`src/rtl/sram_port_arbiter_pkg.sv`:
```
// Shared types for the fetch/data SRAM port arbiter: requester ids, tag entries
// and the legal SRAM latency range.
package sram_arb_pkg;

  typedef enum logic {
    REQ_IF = 1'b0,
    REQ_D  = 1'b1
  } req_id_e;

  typedef struct packed {
    logic    vld;
    req_id_e id;
    logic    is_wr;
  } tag_t;

  localparam int unsigned SramLatMin = 1;
  localparam int unsigned SramLatMax = 4;

  function automatic logic sram_lat_legal(input int unsigned lat);
    return (lat >= SramLatMin) && (lat <= SramLatMax);
  endfunction

endpackage

```
`src/rtl/sram_port_arbiter_if.sv`:
```
// Request/response channels of both requesters plus the single SRAM port.
// master: the core requesters and the RAM itself; slave: the arbiter.
interface sram_port_arbiter_if #(
  parameter int unsigned ADDR_W = 32,
  parameter int unsigned DATA_W = 32
);

  logic                  if_req_valid;
  logic                  if_req_ready;
  logic [ADDR_W-1:0]     if_req_addr;
  logic                  if_rsp_valid;
  logic [DATA_W-1:0]     if_rsp_rdata;

  logic                  d_req_valid;
  logic                  d_req_ready;
  logic [ADDR_W-1:0]     d_req_addr;
  logic [DATA_W/8-1:0]   d_req_wstrb;
  logic [DATA_W-1:0]     d_req_wdata;
  logic                  d_rsp_valid;
  logic [DATA_W-1:0]     d_rsp_rdata;

  logic                  sram_en;
  logic [DATA_W/8-1:0]   sram_we;
  logic [ADDR_W-1:0]     sram_addr;
  logic [DATA_W-1:0]     sram_wdata;
  logic [DATA_W-1:0]     sram_rdata;

  modport master (
    output if_req_valid, if_req_addr,
    input  if_req_ready, if_rsp_valid, if_rsp_rdata,
    output d_req_valid, d_req_addr, d_req_wstrb, d_req_wdata,
    input  d_req_ready, d_rsp_valid, d_rsp_rdata,
    input  sram_en, sram_we, sram_addr, sram_wdata,
    output sram_rdata
  );

  modport slave (
    input  if_req_valid, if_req_addr,
    output if_req_ready, if_rsp_valid, if_rsp_rdata,
    input  d_req_valid, d_req_addr, d_req_wstrb, d_req_wdata,
    output d_req_ready, d_rsp_valid, d_rsp_rdata,
    output sram_en, sram_we, sram_addr, sram_wdata,
    input  sram_rdata
  );

endinterface

```
`src/rtl/sram_port_arbiter_tag_pipe.sv`:
```
// Depth-stage shift register of request tags; the last stage lines up with the
// cycle the SRAM returns data for that request. Synchronous clear drops all tags.
module sram_arb_tag_pipe
  import sram_arb_pkg::*;
#(
  parameter int unsigned Depth = 1
) (
  input  logic clk,
  input  logic reset,
  input  tag_t tag_i,
  output tag_t tag_o
);

  tag_t [Depth-1:0] stage_q, stage_d;

  always_comb begin
    stage_d    = stage_q;
    stage_d[0] = tag_i;
    for (int i = 1; i < Depth; i++) begin
      stage_d[i] = stage_q[i-1];
    end
    if (reset) begin
      stage_d = '0;
    end
  end

  always_ff @(posedge clk) begin
    stage_q <= stage_d;
  end

  assign tag_o = stage_q[Depth-1];

endmodule

```
`src/rtl/sram_port_arbiter.sv`:
```
// Arbitrates fetch and data requests onto one single-port SRAM, one accept per
// cycle, with in-order responses SRAM_LAT cycles later. ARB_RR_EN selects
// round-robin arbitration; otherwise data has fixed priority over fetch.
module sram_port_arbiter
  import sram_arb_pkg::*;
#(
  parameter int unsigned ADDR_W   = 32,
  parameter int unsigned DATA_W   = 32,
  parameter int unsigned SRAM_LAT = 1
) (
  input logic          clk,
  input logic          reset,
  sram_port_arbiter_if.slave bus
);

  if (!sram_lat_legal(SRAM_LAT) || (DATA_W % 8 != 0)) begin : g_bad_param
    $error("sram_port_arbiter: illegal SRAM_LAT or DATA_W");
  end

  logic    gnt_vld;
  req_id_e gnt_id;
  tag_t    tag_in;
  tag_t    tag_out;
  logic    rsp_fire;

`ifdef ARB_RR_EN
  req_id_e last_grant_q, last_grant_d;
`endif

  // Grant is purely combinational; nothing is granted while reset is high.
  always_comb begin
    gnt_vld = 1'b0;
    gnt_id  = REQ_IF;
    if (!reset) begin
      if (bus.if_req_valid && bus.d_req_valid) begin
        gnt_vld = 1'b1;
`ifdef ARB_RR_EN
        gnt_id  = (last_grant_q == REQ_IF) ? REQ_D : REQ_IF;
`else
        gnt_id  = REQ_D;
`endif
      end else if (bus.d_req_valid) begin
        gnt_vld = 1'b1;
        gnt_id  = REQ_D;
      end else if (bus.if_req_valid) begin
        gnt_vld = 1'b1;
        gnt_id  = REQ_IF;
      end
    end
  end

`ifdef ARB_RR_EN
  always_comb begin
    last_grant_d = last_grant_q;
    if (reset) begin
      last_grant_d = REQ_IF;
    end else if (gnt_vld) begin
      last_grant_d = gnt_id;
    end
  end

  always_ff @(posedge clk) begin
    last_grant_q <= last_grant_d;
  end
`endif

  // Granted requester drives the SRAM port in the accept cycle.
  always_comb begin
    bus.if_req_ready = 1'b0;
    bus.d_req_ready  = 1'b0;
    bus.sram_en      = 1'b0;
    bus.sram_we      = '0;
    bus.sram_addr    = '0;
    bus.sram_wdata   = '0;
    tag_in           = '0;
    if (gnt_vld) begin
      bus.sram_en  = 1'b1;
      tag_in.vld   = 1'b1;
      tag_in.id    = gnt_id;
      if (gnt_id == REQ_D) begin
        bus.d_req_ready = 1'b1;
        bus.sram_we     = bus.d_req_wstrb;
        bus.sram_addr   = bus.d_req_addr;
        bus.sram_wdata  = bus.d_req_wdata;
        tag_in.is_wr    = |bus.d_req_wstrb;
      end else begin
        bus.if_req_ready = 1'b1;
        bus.sram_addr    = bus.if_req_addr;
      end
    end
  end

  sram_arb_tag_pipe #(
    .Depth (SRAM_LAT)
  ) u_tag_pipe (
    .clk   (clk),
    .reset (reset),
    .tag_i (tag_in),
    .tag_o (tag_out)
  );

  // Gate by reset so stale tags never pulse during the clearing cycle.
  assign rsp_fire = tag_out.vld && !reset;

  always_comb begin
    bus.if_rsp_valid = 1'b0;
    bus.if_rsp_rdata = '0;
    bus.d_rsp_valid  = 1'b0;
    bus.d_rsp_rdata  = '0;
    if (rsp_fire) begin
      if (tag_out.id == REQ_D) begin
        bus.d_rsp_valid = 1'b1;
        bus.d_rsp_rdata = tag_out.is_wr ? '0 : bus.sram_rdata;
      end else begin
        bus.if_rsp_valid = 1'b1;
        bus.if_rsp_rdata = bus.sram_rdata;
      end
    end
  end

endmodule

```
`src/flat_wrapper.sv`:
```
// flat-port wrapper written by rule: the top's interface ports become plain ports
module sram_port_arbiter_flat import sram_arb_pkg::*;
#(
  parameter int unsigned ADDR_W   = 32,
  parameter int unsigned DATA_W   = 32,
  parameter int unsigned SRAM_LAT = 1
)
  (clk, reset, bus_if_req_valid, bus_if_req_addr, bus_if_req_ready, bus_if_rsp_valid, bus_if_rsp_rdata, bus_d_req_valid, bus_d_req_addr, bus_d_req_wstrb, bus_d_req_wdata, bus_d_req_ready, bus_d_rsp_valid, bus_d_rsp_rdata, bus_sram_en, bus_sram_we, bus_sram_addr, bus_sram_wdata, bus_sram_rdata);
  sram_port_arbiter_if #(.ADDR_W(ADDR_W), .DATA_W(DATA_W)) bus_i ();
  input logic clk;
  input logic reset;
  input wire logic [$bits(bus_i.if_req_valid)-1:0] bus_if_req_valid;
  input wire logic [$bits(bus_i.if_req_addr)-1:0] bus_if_req_addr;
  output wire logic [$bits(bus_i.if_req_ready)-1:0] bus_if_req_ready;
  output wire logic [$bits(bus_i.if_rsp_valid)-1:0] bus_if_rsp_valid;
  output wire logic [$bits(bus_i.if_rsp_rdata)-1:0] bus_if_rsp_rdata;
  input wire logic [$bits(bus_i.d_req_valid)-1:0] bus_d_req_valid;
  input wire logic [$bits(bus_i.d_req_addr)-1:0] bus_d_req_addr;
  input wire logic [$bits(bus_i.d_req_wstrb)-1:0] bus_d_req_wstrb;
  input wire logic [$bits(bus_i.d_req_wdata)-1:0] bus_d_req_wdata;
  output wire logic [$bits(bus_i.d_req_ready)-1:0] bus_d_req_ready;
  output wire logic [$bits(bus_i.d_rsp_valid)-1:0] bus_d_rsp_valid;
  output wire logic [$bits(bus_i.d_rsp_rdata)-1:0] bus_d_rsp_rdata;
  output wire logic [$bits(bus_i.sram_en)-1:0] bus_sram_en;
  output wire logic [$bits(bus_i.sram_we)-1:0] bus_sram_we;
  output wire logic [$bits(bus_i.sram_addr)-1:0] bus_sram_addr;
  output wire logic [$bits(bus_i.sram_wdata)-1:0] bus_sram_wdata;
  input wire logic [$bits(bus_i.sram_rdata)-1:0] bus_sram_rdata;
  assign bus_i.if_req_valid = bus_if_req_valid;
  assign bus_i.if_req_addr = bus_if_req_addr;
  assign bus_if_req_ready = bus_i.if_req_ready;
  assign bus_if_rsp_valid = bus_i.if_rsp_valid;
  assign bus_if_rsp_rdata = bus_i.if_rsp_rdata;
  assign bus_i.d_req_valid = bus_d_req_valid;
  assign bus_i.d_req_addr = bus_d_req_addr;
  assign bus_i.d_req_wstrb = bus_d_req_wstrb;
  assign bus_i.d_req_wdata = bus_d_req_wdata;
  assign bus_d_req_ready = bus_i.d_req_ready;
  assign bus_d_rsp_valid = bus_i.d_rsp_valid;
  assign bus_d_rsp_rdata = bus_i.d_rsp_rdata;
  assign bus_sram_en = bus_i.sram_en;
  assign bus_sram_we = bus_i.sram_we;
  assign bus_sram_addr = bus_i.sram_addr;
  assign bus_sram_wdata = bus_i.sram_wdata;
  assign bus_i.sram_rdata = bus_sram_rdata;
  sram_port_arbiter #(.ADDR_W(ADDR_W), .DATA_W(DATA_W), .SRAM_LAT(SRAM_LAT)) u_core (.clk(clk), .reset(reset), .bus(bus_i));
endmodule
```
`config.mk`:
```
export PLATFORM = sky130hd
export DESIGN_NAME = sram_port_arbiter_flat
export DESIGN_NICKNAME = d
export VERILOG_FILES = /design/src/rtl/sram_port_arbiter_pkg.sv /design/src/rtl/sram_port_arbiter_if.sv /design/src/rtl/sram_port_arbiter_tag_pipe.sv /design/src/rtl/sram_port_arbiter.sv /design/src/flat_wrapper.sv
export SDC_FILE = /design/constraint.sdc
export NUM_CORES = 1
export LEC_CHECK = 0
export CORE_AREA = 4 4 104 106
export CTS_BUF_LIST = sky130_fd_sc_hd__clkbuf_8
export DETAILED_ROUTE_END_ITERATION = 7
export DIE_AREA = 0 0 108 110
export DONT_BUFFER_PORTS = 1
export RECOVER_POWER = 50
export SKIP_LAST_GASP = 1
export SYNTH_ARGS = -nofsm -noshare
export SYNTH_HDL_FRONTEND = slang
export SYNTH_SLANG_ARGS = --single-unit
```
`constraint.sdc`:
```
create_clock -name clk -period 2.5 [get_ports clk]
set_clock_uncertainty 0.15 [all_clocks]
set_input_delay 0.25 -clock clk [delete_from_list [all_inputs] [get_ports clk]]
set_output_delay 0.25 -clock clk [all_outputs]
set_load 0.005 [all_outputs]
```
==> results of run 1 <==
==> Yosys cell counts, drive strengths merged <==
cell	count	area [um^2]
nor2b	2	12.5
nor3b	1	12.5
o41a	1	11.3
nor2	4	15.0
dfxtp	3	60.1
and2	101	632
buf	7	35.0
clkbuf	14	52.6
a32o	32	320
and3b	1	8.76
and4bb	1	12.5
==> cell families after synthesis <==
group                  after synthesis  synth area share
flip-flops                           3            0.0512
buffers and inverters               21            0.0747
AND/OR/NAND/NOR                    110             0.591
AO/OA/AOI/OAI                       33             0.283
==> how the worst max path moves through the flow <==
stage | cells after the start | slack [ns] | startpoint | endpoint
final | 3 | 0.51 | reset | bus_sram_addr[26]
after detailed placement | 3 | 0.80 | reset | bus_sram_addr[26]
after global routing | 3 | 0.39 | bus_d_req_valid | bus_sram_wdata[15]
after floorplan | 3 | 1.16 | u_core.u_tag_pipe.tag_o[1]$_SDFF_PP0_ | bus_d_rsp_rdata[10]
after global placement | 3 | 0.84 | reset | bus_sram_addr[26]
after CTS | 3 | 0.60 | u_core.u_tag_pipe.tag_o[2]$_SDFF_PP0_ | bus_if_rsp_rdata[21]
==> per-stage QoR <==
step                      hold slack, ns  total power [mW]
final                             0.0167             0.320
after global routing              0.0354             0.343
after CTS                         0.0118             0.332
after detailed placement           0.176             0.188
after global placement             0.176             0.187
after floorplan                    0.172             0.169
==> layout make-up <==
type / count / area (um^2)
Clock buffer: 3 / 41.3
Clock inverter: 1 / 3.75
Fill cell: 1141 / 8430
Multi-Input combinational cell: 143 / 1030
Sequential cell: 3 / 60.1
Tap cell: 133 / 166
Timing Repair Buffer: 4 / 45.0
==> power by group through the flow <==
stage | clock, mW | combinational, mW | sequential, mW
2_1_floorplan | 0 | 0.116 | 0.0527
3_3_place_gp | 0 | 0.134 | 0.0531
3_5_place_dp | 0 | 0.135 | 0.0533
4_1_cts | 0.142 | 0.137 | 0.0526
5_1_grt | 0.145 | 0.145 | 0.0529
6_report | 0.136 | 0.131 | 0.0525
==> worst max-delay path, delay by kind of cell <==
family	cells	cell delay, ns
AO/OA/AOI/OAI	1	0.24
buffers and inverters	1	0.37
AND/OR/NAND/NOR	1	0.72
==> routing by layer <==
| metal | part of all wire | routed length (um) | GRT usage | vias to the layer above |
|---|---|---|---|---|
| met5 | 0 | 0 | 0 | - |
| met4 | 0.0061 | 41 | 0.0271 | 0 |
| met3 | 0.10 | 670 | 0.0227 | 2 |
| met2 | 0.53 | 3510 | 0.165 | 134 |
| met1 | 0.37 | 2460 | 0.107 | 635 |
| li1 | - | - | - | 557 |
==> impl_metrics.sql, run 1 <==
INSERT INTO impl_metrics (metric_group, metric, value, unit) VALUES
('layout', 'num_antenna_cells', '0', ''),
('detailed_routing', 'dr.first_iter.drc_count', '36', ''),
('timing', 'finalHoldViolations', '0', ''),
('die', 'floorplan.io_pins', '273', ''),
('setup_path', 'crit_chain', 'nor2_1, buf_4, a32o_1', ''),
('layout', 'finalNetCount', '291', ''),
('timing', 'drv_slew', '0', ''),
('timing', 'final.setup.worst_slack', '0.514', 'ns'),
('yosys', 'post_synthesis_cell_type_count', '11', ''),
('timing', 'rsz0062_at_grt', 'false', ''),
('hold_path', 'hold-path-cell-count', '1', ''),
('hold_path', 'timing.hold.worst.class', 'primary input to register', ''),
('setup_path', 'cp.required', '2.10', 'ns'),
('hold_path', 'hold_path.startpoint', 'bus_d_req_valid', ''),
('placement', 'dp.cells', '282', ''),
('pwr', 'ir_worst_vdd', '0.0557', 'mV'),
('pwr', 'sequentialPowerShare', '0.164', ''),
('setup_path', 'cp_slowest_cell', 'nor2_1', ''),
('setup_path', 'setup.worst_path.class', 'primary input to primary output', ''),
('layout', 'largest_register_ff_count', '3', ''),
('global_routing', 'initial_antenna_violation_count', '0', ''),
('placement', 'numPortBuffers', '0', ''),
('die', 'die_height', '110', 'um'),
('setup_path', 'critPathLaunchType', 'primary input', ''),
('yosys', 'yosysWarningCount', '0', ''),
('die', 'fp.dieArea', '11900', 'um^2'),
('detailed_routing', 'dr.pass1.iters', '4', ''),
('placement', 'dpl_worst_slack', '0.805', 'ns'),
('layout', 'syn_to_final_growth', '14.6', '%'),
('detailed_routing', 'routed-via-count', '1328', ''),
('hold_path', 'holdPathEnd', 'u_core.u_tag_pipe.tag_o[1]$_SDFF_PP0_', ''),
('clock_network', 'cts.path.max_buffers', '2', ''),
('yosys', 'ys_seq_area_frac', '0.0512', ''),
('die', 'fp.dieW', '108', 'um'),
('layout', 'layoutNonFillerInstCount', '287', ''),
('die', 'initial_core_util', '0.120', ''),
('pwr', 'p_switching', '108', 'uW'),
('detailed_routing', 'wl_per_cell', '23.3', 'um'),
('pwr', 'power_per_cell_area', '238', 'nW/um^2'),
('global_routing', 'global_route_total_usage_across_every_layer', '0.0914', ''),
('detailed_routing', 'drt_drc_violations_left', '0', ''),
('die', 'placeableCoreArea', '9770', 'um^2'),
('placement', 'dpl.hpwl', '6020', 'um'),
('clock_network', 'cts_resized', '0', ''),
('setup_path', 'worst_path_fanout_max', '19', ''),
('layout', 'layout-drive-gt1-share', '0.0584', ''),
('setup_path', 'critical_path.endpoint_type', 'primary output', ''),
('clock_network', 'cts.sinks', '3', ''),
('pwr', 'p_clk_frac', '0.426', ''),
('clock_network', 'clkSlewWorstSetupHoldPaths', '0.03', 'ns'),
('timing', 'tns', '0', 'ns'),
('placement', 'finalWeightedCongestion', '0.669', ''),
('run_status', 'status', 'complete, no violations', ''),
('yosys', 'syn-instance-count', '167', ''),
('yosys', 'cell_area_after_synthesis', '1170', 'um^2'),
('timing', 'headroom_to_the_max_slew_limit', '0.305', ''),
('clock_network', 'cts_post_setup_buffers_inserted', '0', ''),
('clock_network', 'total_clock_buffers_created_by_cts', '3', ''),
('pwr', 'netSwitchingFraction', '0.339', ''),
('clock_network', 'cts_max_level', '1', ''),
('job', 'max_cap_violations', '0', ''),
('die', 'floorplan.rows', '36', ''),
('yosys', 'postSynthNetCount', '303', ''),
('pwr', 'pwr-share-comb', '0.410', ''),
('global_routing', 'grt.overflow.total', '0', ''),
('placement', 'placed_area', '1300', 'um^2'),
('yosys', 'ys_ff_latch', '3', ''),
('layout', 'final_core_util', '0.137', ''),
('clock_network', 'cts_tree', 'built', ''),
('pwr', 'power.static_leakage', '0.429', 'nW'),
('timing', 'timing.final.crit_share', '0.794', '');
Power figures use the tool's default switching activity.
==> run 2: changes to the inputs <==
--- a/config.mk
+++ b/config.mk
@@ -5,6 +5,7 @@
 export SDC_FILE = /design/constraint.sdc
 export NUM_CORES = 1
 export LEC_CHECK = 0
+export ABC_AREA = 1
 export CORE_AREA = 4 4 104 106
 export CTS_BUF_LIST = sky130_fd_sc_hd__clkbuf_8
 export DETAILED_ROUTE_END_ITERATION = 7
==> constraint.sdc (replaced) <==
create_clock -name clk -period 2 [get_ports clk]
set_clock_uncertainty 0.15 [all_clocks]
set_input_delay 0.2 -clock clk [delete_from_list [all_inputs] [get_ports clk]]
set_output_delay 0.2 -clock clk [all_outputs]
set_load 0.005 [all_outputs]
==> run 2 against run 1 <==
Combinational power increased by 95%. Critical path depth increased by 1. Global-route usage increased by 1.0 points. Via count increased by 64%. Clock-buffer cell count unchanged. Total power increased by 56%. Synthesized cell count increased by 110%. Critical path type is now register to primary output. Largest power group is now combinational cells. Highest routed layer unchanged.
==> impl_metrics.sql, run 2 <==
INSERT INTO impl_metrics (metric_group, metric, value, unit) VALUES
('layout', 'most-common-layout-cells', 'nor2_1 (105), nand2_1 (100), inv_1 (41)', ''),
('setup_path', 'timing.critical_path.max_delay_family', 'flip-flops', ''),
('clock_network', 'cts_tree', 'built', ''),
('yosys', 'syn-instance-count', '350', ''),
('yosys', 'synth_most_common_cell', 'nor2_1', ''),
('timing', 'tns', '0', 'ns'),
('setup_path', 'cp_slowest_cell', 'dfxtp_1', ''),
('timing', 'headroom_to_the_max_slew_limit', '0.528', ''),
('placement', 'numPortBuffers', '0', ''),
('clock_network', 'cts.path.max_buffers', '2', ''),
('setup_path', 'cp.required', '1.65', 'ns'),
('die', 'placeableCoreArea', '9770', 'um^2'),
('global_routing', 'wire_length_of_the_first_global_routing_pass', '9300', 'um'),
('die', 'initial_core_util', '0.161', ''),
('yosys', 'synth.top_cells.by_area', 'nor2_1 (25%), nand2_1 (24%), nand4_1 (13%)', ''),
('clock_network', 'cts_resized', '0', ''),
('global_routing', 'grt_start_max_net_pins', '67', ''),
('placement', 'dp.cells', '459', ''),
('yosys', 'postSynthNetCount', '486', ''),
('timing', 'finalSetupViolations', '0', ''),
('run_status', 'status', 'complete, no violations', ''),
('layout', 'layoutNonFillerInstCount', '464', ''),
('yosys', 'synth_enable_flop_cells', '0', ''),
('setup_path', 'worst_path_fanout_max', '13', ''),
('die', 'fp.dieW', '108', 'um'),
('layout', 'finalNetCount', '468', ''),
('detailed_routing', 'routed-via-count', '2179', ''),
('detailed_routing', 'vias_per_cell', '4.70', ''),
('timing', 'timing.final.crit_share', '0.864', ''),
('layout', 'fill_cells', '1142', ''),
('setup_path', 'setup.worst_path.class', 'register to primary output', ''),
('die', 'floorplan.rows', '36', ''),
('timing', 'drv_slew', '0', ''),
('timing', 'finalHoldViolations', '0', ''),
('die', 'fp.dieArea', '11900', 'um^2'),
('clock_network', 'cts_max_level', '1', ''),
('yosys', 'synth_common_cells', 'nor2_1 (105), nand2_1 (99), inv_1 (39)', ''),
('timing', 'rsz0062_at_grt', 'false', ''),
('pwr', 'power.static_leakage', '0.911', 'nW'),
('timing', 'fin_crit', '1.73', 'ns'),
('placement', 'finalWeightedCongestion', '0.737', ''),
('detailed_routing', 'ant_nets', '0', ''),
('yosys', 'syn_avg_cell_area', '4.51', 'um^2'),
('setup_path', 'crit_path_frequent_cell', 'buf_4', ''),
('yosys', 'synth_largest_area_cell', 'nor2_1', ''),
('layout', 'layout-drive-gt1-share', '0.0483', ''),
('detailed_routing', 'dr.pass1.iters', '4', ''),
('hold_path', 'holdPathEnd', 'u_core.u_tag_pipe.tag_o[0]$_SDFF_PP0_', ''),
('yosys', 'yosys.area.top_type_share', '0.250', ''),
('global_routing', 'vias_in_the_first_global_route', '1832', ''),
('global_routing', 'grt.overflow.total', '0', ''),
('hold_path', 'timing.hold.worst.class', 'primary input to register', ''),
('yosys', 'yosysWarningCount', '0', ''),
('layout', 'layout_commonest_cell', 'nor2_1', ''),
('detailed_routing', 'wl_per_cell', '16.1', 'um'),
('yosys', 'cell_area_after_synthesis', '1580', 'um^2'),
('layout', 'largest_register_ff_count', '3', ''),
('layout', 'syn_to_final_growth', '4.60', '%'),
('layout', 'num_antenna_cells', '0', ''),
('timing', 'worst-slew-pin-transition', '0.709', 'ns'),
('timing', 'final.setup.worst_slack', '0.272', 'ns'),
('global_routing', 'initial_antenna_violation_count', '0', ''),
('clock_network', 'cts.sinks', '3', ''),
('clock_network', 'clock_root_buffer', 'clkbuf_8', ''),
('setup_path', 'timing.critical_path.arrival', '1.38', 'ns'),
('global_routing', 'global_route_total_usage_across_every_layer', '0.102', ''),
('setup_path', 'crit_chain', 'buf_4, nand3_1, nor2_1, buf_4', ''),
('placement', 'dpl_worst_slack', '0.429', 'ns'),
('pwr', 'power_per_cell_area', '302', 'nW/um^2'),
('setup_path', 'critPathLaunchType', 'register', ''),
('die', 'die_height', '110', 'um'),
('job', 'max_cap_violations', '0', ''),
('yosys', 'ys_dominant_reg_cell', 'dfxtp_1', ''),
('hold_path', 'hold-path-cell-count', '2', ''),
('die', 'floorplan.io_pins', '273', ''),
('yosys', 'post_synthesis_cell_type_count', '12', ''),
('clock_network', 'total_clock_buffers_created_by_cts', '3', ''),
('placement', 'dpl.hpwl', '6300', 'um'),
('yosys', 'synth-async-reset-ratio', '0', ''),
('detailed_routing', 'finalWirelength', '7470', 'um'),
('timing', 'clock.fmax', '579', 'MHz'),
('pwr', 'ir_worst_vdd', '0.0888', 'mV'),
('detailed_routing', 'drt_drc_violations_left', '0', ''),
('hold_path', 'hold_path.startpoint', 'bus_d_req_wstrb[1]', ''),
('yosys', 'ys_seq_area_frac', '0.0381', ''),
('yosys', 'ys_ff_latch', '3', ''),
('setup_path', 'cp.buffers_inverters', '2', ''),
('setup_path', 'critical_path.endpoint_type', 'primary output', ''),
('clock_network', 'clkSlewWorstSetupHoldPaths', '0.03', 'ns'),
('setup_path', 'critical-path-max-stage-delay', '0.57', 'ns'),
('detailed_routing', 'dr.first_iter.drc_count', '112', '');
[run 2: layer usage]
layer  global-route usage  up-vias  routed length [um]
met2                0.198      178                3770
met1                0.109      959                2770
met3               0.0245        6                 881
li1                     -     1036                   -
met4               0.0261        0                  52
met5                    0        -                   0
[run 2: worst max path at each step]
stage                                          start                   to  slack, ns  cells after the start
2_1_floorplan  u_core.u_tag_pipe.tag_o[1]$_SDFF_PP0_  bus_d_rsp_rdata[10]       0.85                      4
3_3_place_gp   u_core.u_tag_pipe.tag_o[1]$_SDFF_PP0_      bus_d_rsp_valid       0.44                      2
3_5_place_dp   u_core.u_tag_pipe.tag_o[1]$_SDFF_PP0_      bus_d_rsp_valid       0.43                      2
4_1_cts        u_core.u_tag_pipe.tag_o[1]$_SDFF_PP0_      bus_d_rsp_valid       0.19                      2
5_1_grt        u_core.u_tag_pipe.tag_o[1]$_SDFF_PP0_  bus_d_rsp_rdata[11]       0.09                      4
6_report       u_core.u_tag_pipe.tag_o[1]$_SDFF_PP0_  bus_d_rsp_rdata[13]       0.27                      4
[run 2: power by group]
group | total [mW] | internal (mW) | switching (mW)
sequential | 0.0687 | 0.0641 | 0.00452
combinational | 0.256 | 0.0706 | 0.185
clock | 0.175 | 0.131 | 0.0437
total | 0.499 | 0.266 | 0.233
[run 2: cell type report]
type / count / area, um^2 / share of cell area
Multi-Input combinational cell: 271 / 1140 / 0.691
Tap cell: 133 / 166 / 0.101
Inverter: 42 / 158 / 0.0955
Timing Repair Buffer: 11 / 80.1 / 0.0485
Sequential cell: 3 / 60.1 / 0.0364
Clock buffer: 3 / 41.3 / 0.0250
Clock inverter: 1 / 3.75 / 0.00227
[run 2: stage by stage]
step	hold WS, ns	instance area [um^2]	power [mW]	utilization
finish	0.00144	1650	0.499	0.169
global route	0.0117	1650	0.554	0.169
CTS	0.00191	1660	0.514	0.170
detailed placement	0.228	1600	0.330	0.164
global placement	0.218	1600	0.325	0.164
floorplan	0.200	1580	0.308	-
[run 2: kinds of logic after synthesis]
kind of cell           share of synthesized area
AOI/OAI and AO/OA                        0.00317
buffers and inverters                      0.237
DFF                                       0.0381
and+or+nand+nor                            0.722
[run 2: timing repair]
| item | in CTS | in global routing |
|---|---|---|
| hold buffers | 1 | 0 |
| hold endpoints to repair | 1 | 0 |
| buffers inserted | 0 | 0 |
==> run 3: changes to the inputs <==
--- a/config.mk
+++ b/config.mk
@@ -5,13 +5,13 @@
 export SDC_FILE = /design/constraint.sdc
 export NUM_CORES = 1
 export LEC_CHECK = 0
-export ABC_AREA = 1
 export CORE_AREA = 4 4 104 106
 export CTS_BUF_LIST = sky130_fd_sc_hd__clkbuf_8
 export DETAILED_ROUTE_END_ITERATION = 7
 export DIE_AREA = 0 0 108 110
 export DONT_BUFFER_PORTS = 1
 export RECOVER_POWER = 50
+export REMOVE_ABC_BUFFERS = 1
 export SKIP_LAST_GASP = 1
 export SYNTH_ARGS = -nofsm -noshare
 export SYNTH_HDL_FRONTEND = slang
==> run 3 against run 2 <==
Maximum frequency is 0.19% lower. Sequential share of layout area increased by 0.69 points. Combinational power down 26%. Cell count is 37% lower. Die area is the same. Global-route usage is 1.3 points higher. Total power decreased by 14%.
==> impl_metrics.sql, run 3 (synthesis results as in run 1) <==
INSERT INTO impl_metrics (metric_group, metric, value, unit) VALUES
('hold_path', 'timing.hold.worst.class', 'primary input to primary output', ''),
('placement', 'dp.cells', '282', ''),
('layout', 'layout-drive-gt1-share', '0.0570', ''),
('timing', 'clock.fmax', '578', 'MHz'),
('layout', 'fill_cells', '1139', ''),
('global_routing', 'wire_length_of_the_first_global_routing_pass', '9840', 'um'),
('detailed_routing', 'drt_drc_violations_left', '0', ''),
('die', 'initial_core_util', '0.120', ''),
('setup_path', 'critical_path.endpoint_type', 'primary output', ''),
('setup_path', 'cp_slowest_cell', 'and4bb_2', ''),
('pwr', 'design_power_total', '431', 'uW'),
('global_routing', 'global_route_total_usage_across_every_layer', '0.115', ''),
('detailed_routing', 'vias_per_cell', '4.70', ''),
('clock_network', 'cts_max_level', '1', ''),
('global_routing', 'initial_antenna_violation_count', '0', ''),
('clock_network', 'clock_root_buffer', 'clkbuf_8', ''),
('layout', 'layoutNonFillerInstCount', '291', ''),
('layout', 'layout.area.seq', '60.1', 'um^2'),
('placement', 'finalWeightedCongestion', '0.807', ''),
('job', 'max_cap_violations', '0', ''),
('global_routing', 'grt.overflow.total', '0', ''),
('die', 'fp.dieArea', '11900', 'um^2'),
('clock_network', 'cts.path.max_buffers', '2', ''),
('clock_network', 'cts_post_setup_buffers_inserted', '0', ''),
('setup_path', 'cp.required', '1.65', 'ns'),
('layout', 'largest_register_ff_count', '3', ''),
('layout', 'num_antenna_cells', '0', ''),
('placement', 'numPortBuffers', '0', ''),
('layout', 'most-common-layout-cells', 'and2_1 (65), and2_0 (36), a32o_1 (32)', ''),
('setup_path', 'setup.worst_path.class', 'register to primary output', ''),
('setup_path', 'critical_path_cell_count', '2', ''),
('setup_path', 'critPathLaunchType', 'register', ''),
('timing', 'rsz0062_at_grt', 'false', ''),
('layout', 'layout_commonest_cell', 'and2_1', ''),
('setup_path', 'timing.critical_path.arrival', '1.38', 'ns'),
('clock_network', 'ctsHoldBuffers', '5', ''),
('setup_path', 'timing.critical_path.max_delay_family', 'simple AND/OR/NAND/NOR gates', ''),
('die', 'floorplan.io_pins', '273', ''),
('global_routing', 'grt_start_max_net_pins', '71', ''),
('detailed_routing', 'ant_nets', '0', ''),
('timing', 'timing.final.crit_share', '0.866', ''),
('timing', 'worst-slew-pin-transition', '0.622', 'ns'),
('layout', 'syn_to_final_growth', '18.2', '%'),
('die', 'placeableCoreArea', '9770', 'um^2'),
('timing', 'finalHoldViolations', '0', ''),
('timing', 'drv_slew', '0', ''),
('clock_network', 'cts_tree', 'built', ''),
('detailed_routing', 'wl_per_cell', '26.3', 'um'),
('clock_network', 'cts_resized', '0', ''),
('timing', 'finalSetupViolations', '0', ''),
('clock_network', 'clkSlewWorstSetupHoldPaths', '0.03', 'ns'),
('setup_path', 'critical-path-max-stage-delay', '0.55', 'ns'),
('clock_network', 'cts.sinks', '3', ''),
('layout', 'finalNetCount', '295', ''),
('clock_network', 'total_clock_buffers_created_by_cts', '3', ''),
('pwr', 'ir_worst_vdd', '0.138', 'mV'),
('detailed_routing', 'dr.pass1.iters', '4', ''),
('layout', 'multi_input_comb_area', '1030', 'um^2'),
('setup_path', 'crit_chain', 'and4bb_2, and2_1', ''),
('global_routing', 'vias_in_the_first_global_route', '1425', ''),
('run_status', 'status', 'complete, no violations', ''),
('timing', 'headroom_to_the_max_slew_limit', '0.585', ''),
('die', 'die_height', '110', 'um'),
('die', 'floorplan.rows', '36', ''),
('placement', 'dpl.hpwl', '6670', 'um'),
('pwr', 'power_per_cell_area', '311', 'nW/um^2'),
('setup_path', 'worst_path_fanout_max', '32', ''),
('die', 'fp.dieW', '108', 'um'),
('timing', 'fin_crit', '1.73', 'ns'),
('hold_path', 'hold-path-cell-count', '1', ''),
('detailed_routing', 'finalWirelength', '7650', 'um'),
('detailed_routing', 'routed-via-count', '1368', ''),
('setup_path', 'cp.buffers_inverters', '0', ''),
('detailed_routing', 'dr.first_iter.drc_count', '48', ''),
('pwr', 'power.static_leakage', '0.457', 'nW');
-- run 3: changes by cell type in the layout (fill, tap and decap cells not counted), sizes merged, moves of 42 or more --
| cell | before | now |
|---|---|---|
| and2 | 0 | 101 |
| nand2 | 101 | 0 |
| inv | 43 | 1 |
| nor2 | 105 | 4 |
-- run 3: per-stage QoR --
step	hold slack (ns)	instance area (um^2)	TNS, ns	utilization	setup slack (ns)
floorplan	0.122	1080	-52.64	-	-0.777
global placement	0.125	1300	0	0.133	0.544
detailed placement	0.126	1300	0	0.133	0.496
CTS	0.290	1390	0	0.142	0.268
global route	0.294	1390	0	0.142	0.146
finish	0.288	1390	0	0.142	0.269
-- run 3: final cells by class --
cell class,count,area share
multi-input combinational,143,0.745
tap,133,0.120
sequential,3,0.0433
timing repair buffer,8,0.0596
clock inverter,1,0.00271
clock buffer,3,0.0298
-- run 3: worst paths after layout --
path | startpoint | endpoint | slack, ns
hold / removal | reset | bus_sram_en | 0.29
setup / recovery | u_core.u_tag_pipe.tag_o[1]$_SDFF_PP0_ | bus_d_rsp_rdata[20] | 0.27
-- run 3: routing by layer --
metal  GRT usage  share of wire
met1       0.129           0.35
met4     0.00541        0.00078
met2       0.219           0.52
met3      0.0396           0.13
met5           0              0
-- run 3: power by group --
group          switching, mW  internal [mW]
logic                  0.113         0.0756
registers            0.00183         0.0638
clock network         0.0455          0.131
total                  0.161          0.271
